### config.mk
export PLATFORM = sky130hd
export DESIGN_NAME = ffn_out_collector
export DESIGN_NICKNAME = d
export VERILOG_FILES = /design/src/rtl/ffn_out_collector_pkg.sv /design/src/rtl/mod_counter.sv /design/src/rtl/ffn_out_collector.sv
export SDC_FILE = /design/constraint.sdc
export NUM_CORES = 1
export LEC_CHECK = 0
export ABC_AREA = 0
export CAP_MARGIN = 30
export CORE_MARGIN = 10
export CORE_UTILIZATION = 50
export CTS_CLUSTER_DIAMETER = 40
export CTS_CLUSTER_SIZE = 25
export DETAILED_ROUTE_END_ITERATION = 10
export DONT_BUFFER_PORTS = 1
export REMOVE_ABC_BUFFERS = 1
export SLEW_MARGIN = 20
export SYNTH_ARGS = -nofsm -noshare
export SYNTH_HDL_FRONTEND = slang
export SYNTH_HIERARCHICAL = 1
export SYNTH_SLANG_ARGS = --single-unit
### constraint.sdc
create_clock -name clock -period 2.45 [get_ports clock]
set_input_delay 0.245 -clock clock [delete_from_list [all_inputs] [get_ports clock]]
set_output_delay 0.245 -clock clock [all_outputs]
set_load 0.02 [all_outputs]
### src/rtl/ffn_out_collector_pkg.sv
// Shared types and helpers for the FFN output collector.
// Width/class-count defaults normally arrive from network_params.h; the
// guarded fallbacks below only apply when that header was not included.
`ifndef FFN_OUT_WIDTH
`define FFN_OUT_WIDTH 16
`endif
`ifndef NUM_CLASSES
`define NUM_CLASSES 10
`endif

package ffn_out_collector_pkg;

  typedef enum logic [0:0] {
    COLLECT = 1'b0,
    HOLD    = 1'b1
  } state_t;

  // Index width for a counter over n values, never narrower than one bit.
  function automatic int unsigned idx_width(input int unsigned n);
    return (n > 1) ? $clog2(n) : 1;
  endfunction

endpackage

### src/rtl/mod_counter.sv
// Modulo counter with enable, synchronous clear and terminal-count flag.
module mod_counter
  import ffn_out_collector_pkg::*;
#(
  parameter int unsigned MOD = 10,
  parameter int unsigned CW  = idx_width(MOD)
) (
  input  logic          clock,
  input  logic          reset,
  input  logic          en,
  input  logic          clear,
  output logic [CW-1:0] count,
  output logic          tc_c
);

  // Terminal count is a decode of the current value.
  assign tc_c = (count == CW'(MOD - 1));

  // Count register: reset/clear win, otherwise wrap at MOD-1 when enabled.
  always_ff @(posedge clock) begin
    if (reset || clear) begin
      count <= '0;
    end else if (en) begin
      if (tc_c) count <= '0;
      else      count <= count + CW'(1);
    end
  end

endmodule

### src/rtl/ffn_out_collector.sv
// Gathers N per-class scores into one packed frame and hands it downstream.
module ffn_out_collector
  import ffn_out_collector_pkg::*;
#(
  parameter int unsigned W = `FFN_OUT_WIDTH,
  parameter int unsigned N = `NUM_CLASSES
) (
  input  logic           clock,
  input  logic           reset,
  input  logic           in_valid,
  input  logic [W-1:0]   in_data,
  input  logic           in_last,
  output logic           in_ready,
  output logic [W*N-1:0] out_vec,
  output logic           out_valid,
  input  logic           out_ready,
  output logic           frame_err
);

  localparam int unsigned IW = idx_width(N);

  state_t          state;
  state_t          state_nx;
  logic [IW-1:0]   idx;
  logic            idx_tc;
  logic            accept;
  logic            frame_ok;
  logic            frame_bad;

  // A frame is well formed only when in_last coincides with the final class.
  assign accept    = in_valid & in_ready;
  assign frame_ok  = accept & idx_tc & in_last;
  assign frame_bad = accept & (idx_tc ^ in_last);

  mod_counter #(
    .MOD (N),
    .CW  (IW)
  ) u_idx (
    .clock (clock),
    .reset (reset),
    .en    (accept),
    .clear (frame_ok | frame_bad),
    .count (idx),
    .tc_c  (idx_tc)
  );

  // State register.
  always_ff @(posedge clock) begin
    if (reset) state <= COLLECT;
    else       state <= state_nx;
  end

  // Next-state logic: complete frame enters HOLD, consume returns to COLLECT.
  always_comb begin
    state_nx = state;
    case (state)
      COLLECT: if (frame_ok)  state_nx = HOLD;
      HOLD:    if (out_ready) state_nx = COLLECT;
      default: state_nx = COLLECT;
    endcase
  end

  // Handshake outputs decoded from the state register.
  always_comb begin
    in_ready  = 1'b0;
    out_valid = 1'b0;
    case (state)
      COLLECT: in_ready  = 1'b1;
      HOLD:    out_valid = 1'b1;
      default: in_ready  = 1'b1;
    endcase
  end

  // One-cycle pulse for a discarded, malformed frame.
  always_ff @(posedge clock) begin
    if (reset) frame_err <= 1'b0;
    else       frame_err <= frame_bad;
  end

  // Slot write: accepted beats land in slot idx; nothing else clears slots.
  always_ff @(posedge clock) begin
    if (reset) begin
      out_vec <= '0;
    end else begin
      for (int unsigned k = 0; k < N; k++) begin
        if (accept && (idx == IW'(k))) out_vec[k*W +: W] <= in_data;
      end
    end
  end

endmodule

==> qor.csv <==
metric;value;unit
kind of critical path;reg2reg;
Cell Pwr Density;822.2;nW/um^2
initial DRC count;223;
critical path data arrival time;2.14;ns
period utilization;0.7396;
post-synth top area share;0.5065;
worst slack at placement;0.6197;ns
Syn. warnings;6;
area grow syn2layout;12.05;%
root buf cell;clkbuf_16;
Avg Cell Area, Syn;11.06;sq um
RSZ-0062 raised after global routing;false;
dpl hpwl;11.14;mm
Fmax;551.9;MHz
crit end category;register;
Pleak;3.500;nW
max cap viols;0;
worst path required time;2.78;ns
Floorplan Core Area;12720;sq um
clock buffer depth;2;
async set-reset flop share out of synthesis;0;
CTS tree;done;
fin worst setup slack;0.6380;ns
CTS sink count;166;
reg-to-reg slack, setup;0.64;ns
DR DRC count;0;
drt first pass iters;4;
reg-to-reg startpoint;state;
Nets;599;
Max FO, Critical Path;16;
Starting Density;0.5157;
Hold Path Class;in2reg;
Num CTS Buffers;17;
total grt overflow;0;
critical path launch point type;register;
Placer Congestion;0.6939;
maximum vdd ir drop;0.4445;mV
cell family with most CP delay;simple AND/OR/NAND/NOR gates;
top_reg_cell synth;dfxtp_1;
DRT antenna net count;0;
initial antenna violation count;0;
synthesized instance count;593;
final period demand of the worst path;1.812;ns
DIE HEIGHT;134.6;um
CTS H-tree lvls;4;
slowest cell delay on critical path;0.56;ns
Hold Buf Count CTS;3;
total power;6.045;mW
CTS resizes;0;
Worst path slowest cell;nand2_2;
Wirelength per Cell;22.29;um
Setup violations, final;0;
ratio of cells with drive above 1 in the final layout;0.08460;
Vias/cell;5.283;
WP buf/inv;0;
first-pass GRT wire length;25.65;mm
num rows;41;
post-synthesis sequential area ratio;0.5065;
worst slew pin tran;0.7374;ns
synth unique cells;27;
vias in the first global route;4147;
Fin. Hold Viols;0;
width of the die;134.6;um
Top-Level Pins;184;
CTS clk-pin slew, worst paths;0.07;ns
post-CTS setup repair buffer count;0;
Yosys top cell by area;dfxtp_1;
Vias;4031;
max_slew headroom;0.5066;
ant diodes;0;
Total Routing Usage GR;0.1846;
Max Slew Vio Count;0;
PortBufs;0;
Area contributors post-synth;dfxtp_1 (51%), mux2i_1 (24%), nand2b_1 (17%), clkbuf_1 (2.0%), buf_4 (0.92%);
Die ar.;18110;sq um
EDFF count, synth;0;
Post-Syn Area;6561;sq um
Max Clock Skew;0.005120;ns
setup TNS;0;ns
pin count of the biggest net entering global routing;175;
hold_sp;reset;
status;complete, no violations;
worst setup path start;state;
Skew-Pair Late Insertion Delay;0.42;ns
routed wire length;17.01;mm
Yosys reg bits;166;
cells along the critical path;and4bb_2 > nand2_2 > mux2i_1;
through the flow:
stage / hold slack (ns) / instance area, sq um / instances / util
detailed placement: 0.3343 / 6611 / 725 / 0.5197
global placement: 0.3380 / 6611 / 725 / 0.5197
CTS: 0.003504 / 7322 / 760 / 0.5755
global route: 0.003759 / 7352 / 763 / 0.5779
finish: 0.02038 / 7352 / 763 / 0.5779
floorplan: 0.3096 / 6331 / 546 / -
area by class of cell:
class	count	area, sq um
Clock buffer	20	456.7
Clock inverter	12	224.0
Fill cell	1108	5370
Inverter	3	11.26
Multi-Input combinational cell	377	2997
Sequential cell	166	3323
Tap cell	172	215.2
Timing Repair Buffer	13	125.1
routing by layer:
layer,track usage,vias up,part of all wire
met5,0,-,0
li1,-,1914,-
met1,0.2099,1970,0.41
met3,0.1013,13,0.12
met4,0.06227,0,0.0098
met2,0.2882,134,0.46
state kept, by name, summed over array words and instances (netlist names):
signal / flops
frame_err: 1
out_vec: 160
state: 1
u_idx/count: 4
power breakdown:
| group | leakage (nW) | total, mW | internal, mW | switching [mW] |
|---|---|---|---|---|
| Combinational | 1.83 | 0.199 | 0.101 | 0.0985 |
| Clock | 0.330 | 3.03 | 1.97 | 1.06 |
| Sequential | 1.34 | 2.82 | 2.74 | 0.0818 |
| Total | 3.50 | 6.04 | 4.81 | 1.24 |
synth_stat cells, drive strengths merged (2+ instances only):
master and number:
o21ai 2, clkbuf 35, mux2i 160, nand2b 177, nand2 11, and2b 2
buf 12, nand3 3, inv 3, a211oi 2, nor2 4, xnor2 3
nor3 3, nor2b 2, dfxtp 166, and4bb 3
path summary, 6_finish.rpt:
check	to	cells past startpoint
max	out_vec[92]	3
min	out_vec[9]	2
max reg2reg	out_vec[92]	3
min reg2reg	out_vec[41]	2
cells in the final DEF, fill, tap and decap left out, types with 4 or more instances in the layout:
master,netlist,layout
nor2_1,4,4
bufinv_16,0,6
mux2i_1,160,160
nand2_2,5,5
clkbuf_16,0,17
buf_4,8,6
dfxtp_1,166,166
dlygate4sd3_1,0,6
nand2_1,6,6
nand2b_1,177,177
kinds of logic after synthesis:
logic type | share of synthesized area
AND/OR/NAND/NOR | 0.2014
flip-flops | 0.5065
multiplexers | 0.2441
buffers and inverters | 0.03680
AO/OA/AOI/OAI | 0.007246
XOR/XNOR | 0.004005
Note: power is estimated with default switching activity, not from simulation.
